File: config.mk
export PLATFORM = sky130hd
export DESIGN_NAME = pong_round_ctrl_flat
export DESIGN_NICKNAME = d
export VERILOG_FILES = /design/src/rtl/pong_pkg.sv /design/src/rtl/pong_round_ctrl_if.sv /design/src/rtl/pong_round_ctrl_frame_timer.sv /design/src/rtl/pong_round_ctrl.sv /design/src/flat_wrapper.sv
export SDC_FILE = /design/constraint.sdc
export NUM_CORES = 1
export LEC_CHECK = 0
export CORE_MARGIN = 3
export CORE_UTILIZATION = 64
export DETAILED_ROUTE_END_ITERATION = 16
export DONT_BUFFER_PORTS = 1
export PLACE_DENSITY = 0.8
export SLEW_MARGIN = 10
export SYNTH_ARGS = -nofsm -noshare
export SYNTH_HDL_FRONTEND = slang
export SYNTH_HIERARCHICAL = 1
export SYNTH_SLANG_ARGS = --single-unit
export TNS_END_PERCENT = 5
File: constraint.sdc
create_clock -name clk -period 4.9 [get_ports clk]
set_input_delay 1.225 -clock clk [delete_from_list [all_inputs] [get_ports clk]]
set_output_delay 1.225 -clock clk [all_outputs]
set_load 0.02 [all_outputs]
File: src/rtl/pong_pkg.sv
// Shared types and default constants for the square-ball game.
package pong_pkg;

    // Round sequencer states; encoding is visible on the debug state output.
    typedef enum logic [2:0] {
        IDLE      = 3'd0,
        SERVE     = 3'd1,
        PLAY      = 3'd2,
        SCORED    = 3'd3,
        GAME_OVER = 3'd4
    } pong_state_e;

    // Playfield geometry shared with the VGA top level.
    localparam int CENTER_X_DEF     = 270;
    localparam int LEFT_GOAL_DEF    = 160;
    localparam int RIGHT_GOAL_DEF   = 430;
    localparam int SQUARE_DIM       = 50;

    // Round pacing defaults.
    localparam int SPEED_SHIFT_DEF  = 6;
    localparam int SERVE_FRAMES_DEF = 60;
    localparam int WIN_SCORE_DEF    = 9;

    localparam int X_W     = 10;
    localparam int SCORE_W = 8;

endpackage

File: src/rtl/pong_round_ctrl_if.sv
// Frame-rate control and status bundle between the round sequencer and the
// video/game logic that consumes ball position and scores.
interface pong_round_ctrl_if;
    import pong_pkg::*;

    logic               screenEnd;
    logic               startGame;
    logic               player;
    logic [7:0]         moveSpeed;
    logic [X_W-1:0]     squareX;
    logic [SCORE_W-1:0] leftScore;
    logic [SCORE_W-1:0] rightScore;
    logic               scorePulse;
    logic               gameOver;
    logic               winner;
    logic [2:0]         state;

    // Video/game side: supplies the frame tick and controls, reads results.
    modport master (
        output screenEnd, startGame, player, moveSpeed,
        input  squareX, leftScore, rightScore, scorePulse, gameOver, winner, state
    );

    // Round sequencer side.
    modport slave (
        input  screenEnd, startGame, player, moveSpeed,
        output squareX, leftScore, rightScore, scorePulse, gameOver, winner, state
    );

endinterface

File: src/rtl/pong_round_ctrl_frame_timer.sv
// Loadable frame down-counter; reports done on a tick where the count is zero.
module frame_timer #(
    parameter int W = 6
) (
    input  logic         clk,
    input  logic         reset,
    input  logic         tick_i,
    input  logic         load_i,
    input  logic [W-1:0] load_val_i,
    input  logic         en_i,
    output logic         done_o
);

    logic [W-1:0] count_q;

    // Load takes priority; otherwise count down once per enabled tick, stopping at zero.
    always_ff @(posedge clk) begin
        if (!reset) begin
            count_q <= '0;
        end else if (tick_i) begin
            if (load_i) begin
                count_q <= load_val_i;
            end else if (en_i && (count_q != '0)) begin
                count_q <= count_q - W'(1);
            end
        end
    end

    assign done_o = tick_i & en_i & (count_q == '0);

endmodule

File: src/rtl/pong_round_ctrl.sv
// Round sequencer: owns ball X, both scores and the serve/play/score/game-over
// flow, advancing once per video frame on the end-of-frame pulse.
module pong_round_ctrl
    import pong_pkg::*;
#(
    parameter int CENTER_X     = CENTER_X_DEF,
    parameter int LEFT_GOAL    = LEFT_GOAL_DEF,
    parameter int RIGHT_GOAL   = RIGHT_GOAL_DEF,
    parameter int SPEED_SHIFT  = SPEED_SHIFT_DEF,
    parameter int SERVE_FRAMES = SERVE_FRAMES_DEF,
    parameter int WIN_SCORE    = WIN_SCORE_DEF
) (
    input  logic             clk,
    input  logic             reset,
    pong_round_ctrl_if.slave bus
);

    localparam int TW = (SERVE_FRAMES > 1) ? $clog2(SERVE_FRAMES) : 1;

    localparam logic [TW-1:0]      SERVE_LOAD = TW'(SERVE_FRAMES - 1);
    localparam logic [X_W-1:0]     CENTER     = X_W'(CENTER_X);
    localparam logic [X_W-1:0]     LGOAL      = X_W'(LEFT_GOAL);
    localparam logic [X_W-1:0]     RGOAL      = X_W'(RIGHT_GOAL);
    localparam logic [SCORE_W-1:0] WIN        = SCORE_W'(WIN_SCORE);

    pong_state_e        state_q;
    logic [X_W-1:0]     x_q;
    logic [SCORE_W-1:0] left_q;
    logic [SCORE_W-1:0] right_q;
    logic               pulse_q;
    logic               over_q;
    logic               winner_q;

    logic [X_W-1:0]     step_d;
    logic [X_W-1:0]     next_x_d;
    logic               goal_left_d;
    logic               goal_right_d;
    logic               timer_load;
    logic               timer_done;

    // Candidate next ball position and goal decisions for the current frame.
    always_comb begin
        // NOTE: every always_comb output gets a default first so no path can infer a latch.
        step_d       = '0;
        next_x_d     = x_q;
        goal_left_d  = 1'b0;
        goal_right_d = 1'b0;
        step_d       = X_W'(bus.moveSpeed >> SPEED_SHIFT);
        next_x_d     = bus.player ? (x_q - step_d) : (x_q + step_d);
        goal_left_d  = (next_x_d < LGOAL);
        goal_right_d = (next_x_d > RGOAL);
    end

    // The serve counter is reloaded when a serve starts (from IDLE or after a non-final point).
    assign timer_load = bus.screenEnd &
                        (((state_q == IDLE) && bus.startGame) ||
                         ((state_q == SCORED) && (left_q != WIN) && (right_q != WIN)));

    frame_timer #(
        .W (TW)
    ) u_serve_timer (
        .clk        (clk),
        .reset      (reset),
        .tick_i     (bus.screenEnd),
        .load_i     (timer_load),
        .load_val_i (SERVE_LOAD),
        .en_i       (state_q == SERVE),
        .done_o     (timer_done)
    );

    // Round FSM with registered outputs; everything except scorePulse moves only on frame ticks.
    always_ff @(posedge clk) begin
        // NOTE: state registers use non-blocking assignments so every register sees pre-edge values.
        if (!reset) begin
            state_q  <= IDLE;
            x_q      <= CENTER;
            left_q   <= '0;
            right_q  <= '0;
            pulse_q  <= 1'b0;
            over_q   <= 1'b0;
            winner_q <= 1'b0;
        end else begin
            pulse_q <= 1'b0;
            if (bus.screenEnd) begin
                case (state_q)
                    IDLE: begin
                        x_q <= CENTER;
                        if (bus.startGame) state_q <= SERVE;
                    end
                    SERVE: begin
                        x_q <= CENTER;
                        if (timer_done) state_q <= PLAY;
                    end
                    PLAY: begin
                        if (bus.startGame) begin
                            if (goal_left_d) begin
                                right_q <= right_q + SCORE_W'(1);
                                x_q     <= CENTER;
                                pulse_q <= 1'b1;
                                state_q <= SCORED;
                            end else if (goal_right_d) begin
                                left_q  <= left_q + SCORE_W'(1);
                                x_q     <= CENTER;
                                pulse_q <= 1'b1;
                                state_q <= SCORED;
                            end else begin
                                x_q <= next_x_d;
                            end
                        end
                    end
                    SCORED: begin
                        if (left_q == WIN) begin
                            winner_q <= 1'b1;
                            over_q   <= 1'b1;
                            state_q  <= GAME_OVER;
                        end else if (right_q == WIN) begin
                            winner_q <= 1'b0;
                            over_q   <= 1'b1;
                            state_q  <= GAME_OVER;
                        end else begin
                            state_q <= SERVE;
                        end
                    end
                    GAME_OVER: begin
                        if (!bus.startGame) begin
                            left_q   <= '0;
                            right_q  <= '0;
                            over_q   <= 1'b0;
                            winner_q <= 1'b0;
                            state_q  <= IDLE;
                        end
                    end
                    default: state_q <= IDLE;
                endcase
            end
        end
    end

    assign bus.squareX    = x_q;
    assign bus.leftScore  = left_q;
    assign bus.rightScore = right_q;
    assign bus.scorePulse = pulse_q;
    assign bus.gameOver   = over_q;
    assign bus.winner     = winner_q;
    assign bus.state      = state_q;

endmodule

File: src/flat_wrapper.sv
// flat-port wrapper written by rule: the top's interface ports become plain ports
module pong_round_ctrl_flat import pong_pkg::*;
#(
    parameter int CENTER_X     = CENTER_X_DEF,
    parameter int LEFT_GOAL    = LEFT_GOAL_DEF,
    parameter int RIGHT_GOAL   = RIGHT_GOAL_DEF,
    parameter int SPEED_SHIFT  = SPEED_SHIFT_DEF,
    parameter int SERVE_FRAMES = SERVE_FRAMES_DEF,
    parameter int WIN_SCORE    = WIN_SCORE_DEF
)
  (clk, reset, bus_screenEnd, bus_startGame, bus_player, bus_moveSpeed, bus_squareX, bus_leftScore, bus_rightScore, bus_scorePulse, bus_gameOver, bus_winner, bus_state);
  pong_round_ctrl_if bus_i ();
  input  logic clk;
  input  logic reset;
  input wire logic [$bits(bus_i.screenEnd)-1:0] bus_screenEnd;
  input wire logic [$bits(bus_i.startGame)-1:0] bus_startGame;
  input wire logic [$bits(bus_i.player)-1:0] bus_player;
  input wire logic [$bits(bus_i.moveSpeed)-1:0] bus_moveSpeed;
  output wire logic [$bits(bus_i.squareX)-1:0] bus_squareX;
  output wire logic [$bits(bus_i.leftScore)-1:0] bus_leftScore;
  output wire logic [$bits(bus_i.rightScore)-1:0] bus_rightScore;
  output wire logic [$bits(bus_i.scorePulse)-1:0] bus_scorePulse;
  output wire logic [$bits(bus_i.gameOver)-1:0] bus_gameOver;
  output wire logic [$bits(bus_i.winner)-1:0] bus_winner;
  output wire logic [$bits(bus_i.state)-1:0] bus_state;
  assign bus_i.screenEnd = bus_screenEnd;
  assign bus_i.startGame = bus_startGame;
  assign bus_i.player = bus_player;
  assign bus_i.moveSpeed = bus_moveSpeed;
  assign bus_squareX = bus_i.squareX;
  assign bus_leftScore = bus_i.leftScore;
  assign bus_rightScore = bus_i.rightScore;
  assign bus_scorePulse = bus_i.scorePulse;
  assign bus_gameOver = bus_i.gameOver;
  assign bus_winner = bus_i.winner;
  assign bus_state = bus_i.state;
  pong_round_ctrl #(.CENTER_X(CENTER_X), .LEFT_GOAL(LEFT_GOAL), .RIGHT_GOAL(RIGHT_GOAL), .SPEED_SHIFT(SPEED_SHIFT), .SERVE_FRAMES(SERVE_FRAMES), .WIN_SCORE(WIN_SCORE)) u_core (.clk(clk), .reset(reset), .bus(bus_i));
endmodule
== Yosys cells after proc, flatten, opt, wreduce, memory -nomap -nowiden ==
Cells that the tools add are included.

* Output and inout bits: 32
* Word-level logic and storage cells: 88
* Register bits after elaboration: 38
* Input bits: 13

* Bitwise operators: 3
* Reductions and logical operators: 20
* $lt $le $gt $ge: 2
* Equal/unequal tests: 17
* Multiplexer cells: 33
* Add/sub/neg operators: 5

{| class="wikitable"
|+ Operators with widths
! kind !! count
|-
| $mux W8 || 6
|-
| $mux W10 || 4
|-
| $pmux W8 S2 || 2
|-
| $mux W3 || 8
|-
| $pmux W10 S2 || 1
|-
| $add A8 B1 Y8 const B || 2
|-
| $eq A8 B4 Y1 const B || 2
|-
| $ne A8 B4 Y1 const B || 2
|-
| $pmux W3 S5 || 1
|-
| $mux W6 || 2
|-
| $reduce_and A6 Y1 || 2
|-
| $add A10 B2 Y10 || 1
|-
| $gt A10 B9 Y1 const B || 1
|-
| $lt A10 B8 Y1 const B || 1
|-
| $sub A10 B2 Y10 || 1
|-
| $ne A2 B2 Y1 const B || 4
|-
| $reduce_and A4 Y1 || 2
|-
| $reduce_bool A2 Y1 || 4
|-
| $mux W1 || 7
|-
| $eq A3 B2 Y1 const B || 2
|-
| $logic_not A6 Y1 || 1
|-
| $ne A2 B1 Y1 const B || 3
|-
| $reduce_bool A6 Y1 || 1
|-
| $sub A6 B1 Y6 const B || 1
|-
| other kinds (13) || 19
|}

== Longest topological paths before layout ==
* Depth after elaboration: 7
* Mapped depth: 16
* Mapped depth without buffers: 13

== By module ==
The synthesis kept the hierarchy.

{| class="wikitable"
|+ By module, submodules not included
! module !! cells each !! times used !! area an instance (sq um) !! seq. area each (sq um)
|-
| pong_round_ctrl || 273 || 1 || 2252.2 || 640.6
|-
| frame_timer || 55 || 1 || 434.2 || 120.1
|}

== Worst setup path before layout ==
Ideal clock, no wire load.

* Path kind: input to register
* Start: in bus_moveSpeed[6]
* End: reg u_core.right_q[5] (netlist: u_core/bus.rightScore[5])
* Stages: 15
* Setup time: 0.071 ns
* Setup slack: 0.581 ns
* Arrival time: 4.247 ns
* Data required time: 4.829 ns
* Buffers on the path: 2
* Cell sequence: inv_1 ha_1 nor2_1 inv_1 ha_1 buf_2 o211a_1 o21a_1 nor2_1 or4_1 buf_2 a221oi_4 nand4_2 or3_1 a21oi_1

* Longest elaborated chain between the ends: 5
* Elaborated cells between the ends (all ways): 6
* Those cells by class: add/sub (2); order compare (1); eq/ne (1); mux (1); reduce/logical (1)

{| class="wikitable"
|+ Ends and longest elaborated chain
! element !! line !! RTL
|-
| from (decl) || flat_wrapper.sv:18 || <nowiki>input wire logic [$bits(bus_i.moveSpeed)-1:0] bus_moveSpeed;</nowiki>
|-
| $add A10 B2 Y10 or $sub A10 B2 Y10 (tied branches) || pong_round_ctrl.sv:49 || <nowiki>next_x_d = bus.player ? (x_q - step_d) : (x_q + step_d);</nowiki>
|-
| $mux W10 (*) || pong_round_ctrl.sv:49 ||
|-
| $lt A10 B8 Y1 (*) || pong_round_ctrl.sv:50 || <nowiki>goal_left_d = (next_x_d < LGOAL);</nowiki>
|-
| $ne A2 B1 Y1 (no source line) (*) || n/a ||
|-
| $reduce_and A5 Y1 (no source line) (*) || n/a ||
|-
| to (signal assigned) || pong_round_ctrl.sv:97 || <nowiki>right_q <= right_q + SCORE_W'(1);</nowiki>
|-
| to (decl) || pong_round_ctrl.sv:29 || <nowiki>logic [SCORE_W-1:0] right_q;</nowiki>
|}

Every way passes the cells marked *; elsewhere a longest branch is shown, timed or not.
A chain may end at the register's enable or synchronous reset.

== Final worst setup path ==
* Start: in bus_moveSpeed[6]
* End: reg u_core.left_q[0] (netlist: u_core/bus.leftScore[0])

* Longest elaborated chain between the ends: 5
* Elaborated cells between the ends (all ways): 8
* Those cells by class: add/sub (2); order compare (2); eq/ne (2); mux (1); reduce/logical (1)

{| class="wikitable"
|+ Ends and longest elaborated chain
! element !! line !! RTL
|-
| $add A10 B2 Y10 or $sub A10 B2 Y10 (tied branches) || pong_round_ctrl.sv:49 ||
|-
| $mux W10 (*) || pong_round_ctrl.sv:49 ||
|-
| $lt A10 B8 Y1 or $gt A10 B9 Y1 (tied branches) || pong_round_ctrl.sv:50, pong_round_ctrl.sv:51 ||
|-
| $ne A2 B2 Y1 (no source line) or $ne A2 B1 Y1 (tied branches) || n/a ||
|-
| $reduce_and A6 Y1 (no source line) (*) || n/a ||
|-
| to (signal assigned) || pong_round_ctrl.sv:102 || <nowiki>left_q <= left_q + SCORE_W'(1);</nowiki>
|-
| to (decl) || pong_round_ctrl.sv:28 || <nowiki>logic [SCORE_W-1:0] left_q;</nowiki>
|}

Marks and branches as above.

==> impl_results.md <==
- Sink Count: 38
- Core area: 3850 sq um
- RSZ-0062 raised after global routing: no
- Crit end category: register
- Maximum clock frequency: 0.221 GHz
- Avg WL per Cell: 16.3 microns
- Grt ovf: 0
- Ports: 45
- # port buffers: 0
- Clock skew: 0.00593 ns
- MaxCap Viol Count: 0
- Setup WS post-layout: 0.374 ns
- Internal: 0.495 mW
- Top cell type by total area after synthesis: dfxtp_1
- First-pass GRT wire length: 10100 microns
- First-pass DRT Iterations: 5
- Sw Ratio: 29.8%
- Area delta synth->final: 4.24%
- Layout cells sized above 1: 8.26%
- Maximum root-to-sink buffer count: 2
- GRT Overall Usage: 24.4%
- Die X: 70.8 microns
- Vias in the first global route: 2238
- Slew Limit Fails: 0
- Die Y: 70.8 microns
- Synth Warn #: 6
- Vias per cell: 6.51
- Die area: 5010 sq um
- Setup bufs post-CTS: 0
- Post-Syn Instances: 328
- Design area: 2800 sq um
- DRC: 0
- Slew of the pin with the lowest slew margin: 0.959 ns
- CTS Buf Count: 5
- Crit-path max FO: 13
- Seq/Total Area, Yosys: 28.3%
- Routability Congestion: 0.859
- Total Power: 0.705 mW
- Worst Hold Slack: 0.543 ns
- Inst Count DP: 369
- P_sw: 0.210 mW
- Placement Setup Slack: 0.152 ns
- Drt total wl: 6100 microns
- Syn avg cell area: 8.19 sq um
- Detailed Place HPWL: 4520 microns
- Pin count of the biggest net entering global routing: 25
- Synth top area cells: dfxtp_1 (28%), ha_1 (7.9%), nand2_1 (4.1%)
- Post-cts resize count: 0
- Comb pwr share: 23.7%
- Slew HR: 36.1%
- Root Driver: clkbuf_8
- # setup viols final: 0
- Latest clock arrival within the worst-skew pair: 0.29 ns
- Data arrival time of the critical path: 4.70 ns
- Top cell type's share of synthesized area: 28.3%
- Min-delay worst type: register to register
- Placed Instance Area: 2720 sq um
- Minimum clock period: 4.53 ns
- Clk network pwr share: 29.6%
- Setup TNS: 0 ns
- Post-synthesis cell type count: 69
- Post-synth EDFFs: 0
- CTS tree: built
- Sequential Power Share: 46.7%
- Cell Rows: 22
- Final net count: 359
- Status: finished, final reports clean
- Reg clk slew, reported paths: 0.07 ns
- Final core occ: 72.7%
- ANT nets after route: 0
- Routed vias: 2441
- Diodes inserted: 0
- Pwr dens: 252 nW/um^2
- Synthesized area: 2690 sq um
- Top FF cell, synth: dfxtp_1
- Required @ worst endpoint: 5.08 ns
- Peak supply drop: 0.000173 V
- Initial Util: 69.7%
- Final hold vios: 0
- Initial antenna violation count: 0
- Non-Filler Instances: 375
- Post-synthesis async set-or-reset flop share: 0%
- Initial drt markers: 138
- Synth Register Bits: 38
- # hold bufs at CTS: 0
- Period utilization: 92.4%
- Type of origin of the critical path: input port
- Lkg Pwr: 1.10 nW
- H-tree Lvls: 2
- CP Class: input port to register
-- power groups by stage --
stage	Sequential, mW	Clock, mW	Combinational, mW
6_report	0.329	0.209	0.167
5_1_grt	0.331	0.228	0.186
4_1_cts	0.329	0.214	0.165
3_5_place_dp	0.336	0	0.164
3_3_place_gp	0.336	0	0.157
2_1_floorplan	0.332	0	0.139
-- critical path: stages --
cell and delay (ns):
inv_1 0.02, ha_1 0.18, nor2_1 0.16, inv_1 0.19, ha_1 0.43, a21oi_1 0.38, nand4b_1 0.14, mux2i_1 0.14
or4_1 0.27, o211ai_1 0.23, a21oi_1 0.81, o21ai_0 0.25, a22o_1 0.28
-- layer usage --
layer | GRT usage, % | up-vias | wire (microns)
li1 | - | 1206 | -
met1 | 29.8 | 1146 | 2700
met2 | 41.0 | 79 | 2900
met3 | 8.52 | 10 | 431
met4 | 6.47 | 0 | 72
met5 | 0 | - | 0
-- registers in the layout, summed over array words and instances, names as in the netlist --
register and cells:
u_core/bus.squareX 10, u_core/bus.leftScore 8, u_core/bus.rightScore 8, u_core/u_serve_timer/count_q 6, u_core/bus.state 3, u_core/bus.gameOver 1
u_core/bus.scorePulse 1, u_core/bus.winner 1
-- synth_stat cells (3+ instances only) --
cell      count
dfxtp_1      38
nand2_1      29
o21ai_0      19
inv_1        18
ha_1         17
a21oi_1      16
nor2_1       14
nor2b_1      11
clkbuf_1      9
nand3_1       9
nor3_1        9
a31oi_1       7
nand2b_1      7
or3_1         6
xnor2_1       6
a21o_1        5
and3_1        5
buf_2         5
o21a_1        5
a31o_2        4
a41oi_1       4
and2_1        4
mux2i_1       4
nand3b_1      4
a211oi_1      3
a21boi_1      3
nand4_1       3
nor4_1        3
nor4b_1       3
o22a_1        3
or4_1         3
-- placed cells by master (no fill, tap or decap), drive strengths merged, types with 4 or more instances in the layout --
| master | instances |
|---|---|
| a21boi | 5 |
| a21o | 6 |
| a21oi | 17 |
| a31o | 4 |
| a31oi | 7 |
| a41oi | 4 |
| and2 | 4 |
| and3 | 5 |
| clkbuf | 6 |
| conb | 7 |
| dfxtp | 38 |
| ha | 17 |
| inv | 18 |
| mux2i | 4 |
| nand2 | 29 |
| nand2b | 7 |
| nand3 | 9 |
| nand3b | 4 |
| nand4 | 4 |
| nor2 | 14 |
| nor2b | 11 |
| nor3 | 10 |
| o21a | 5 |
| o21ai | 21 |
| or3 | 6 |
| xnor2 | 6 |
-- worst paths after layout --
check                                        from                              end  slack, ns  depth (start not counted)
setup / recovery                 bus_moveSpeed[6]          u_core/bus.leftScore[0]       0.37                         13
hold reg to reg   u_core/u_serve_timer/count_q[3]  u_core/u_serve_timer/count_q[3]       0.54                          2
hold / removal    u_core/u_serve_timer/count_q[3]  u_core/u_serve_timer/count_q[3]       0.54                          2
setup reg to reg            u_core/bus.squareX[0]          u_core/bus.leftScore[0]       1.29                         12
-- logic make-up (layout without fill, tap and decap cells) --
family / count (synthesis) / count (layout) / share of synthesized area [%]
simple gates: 122 / 122 / 25.5
compound gates: 103 / 103 / 28.0
flops: 38 / 38 / 28.3
buf+inv: 33 / 27 / 5.12
fa+ha+maj: 18 / 18 / 8.66
xor+xnor: 8 / 8 / 2.61
mux: 4 / 4 / 1.49
other cells: 2 / 7 / 0.280
-- layout make-up --
cell class,instances,area [sq um]
clock buffer,6,82.6
fill,333,1050
inverter,18,67.6
multi-input combinational,262,1810
sequential,38,761
tap,48,60.1
timing repair buffer,3,22.5
Note: power is estimated with default switching activity, not from simulation.
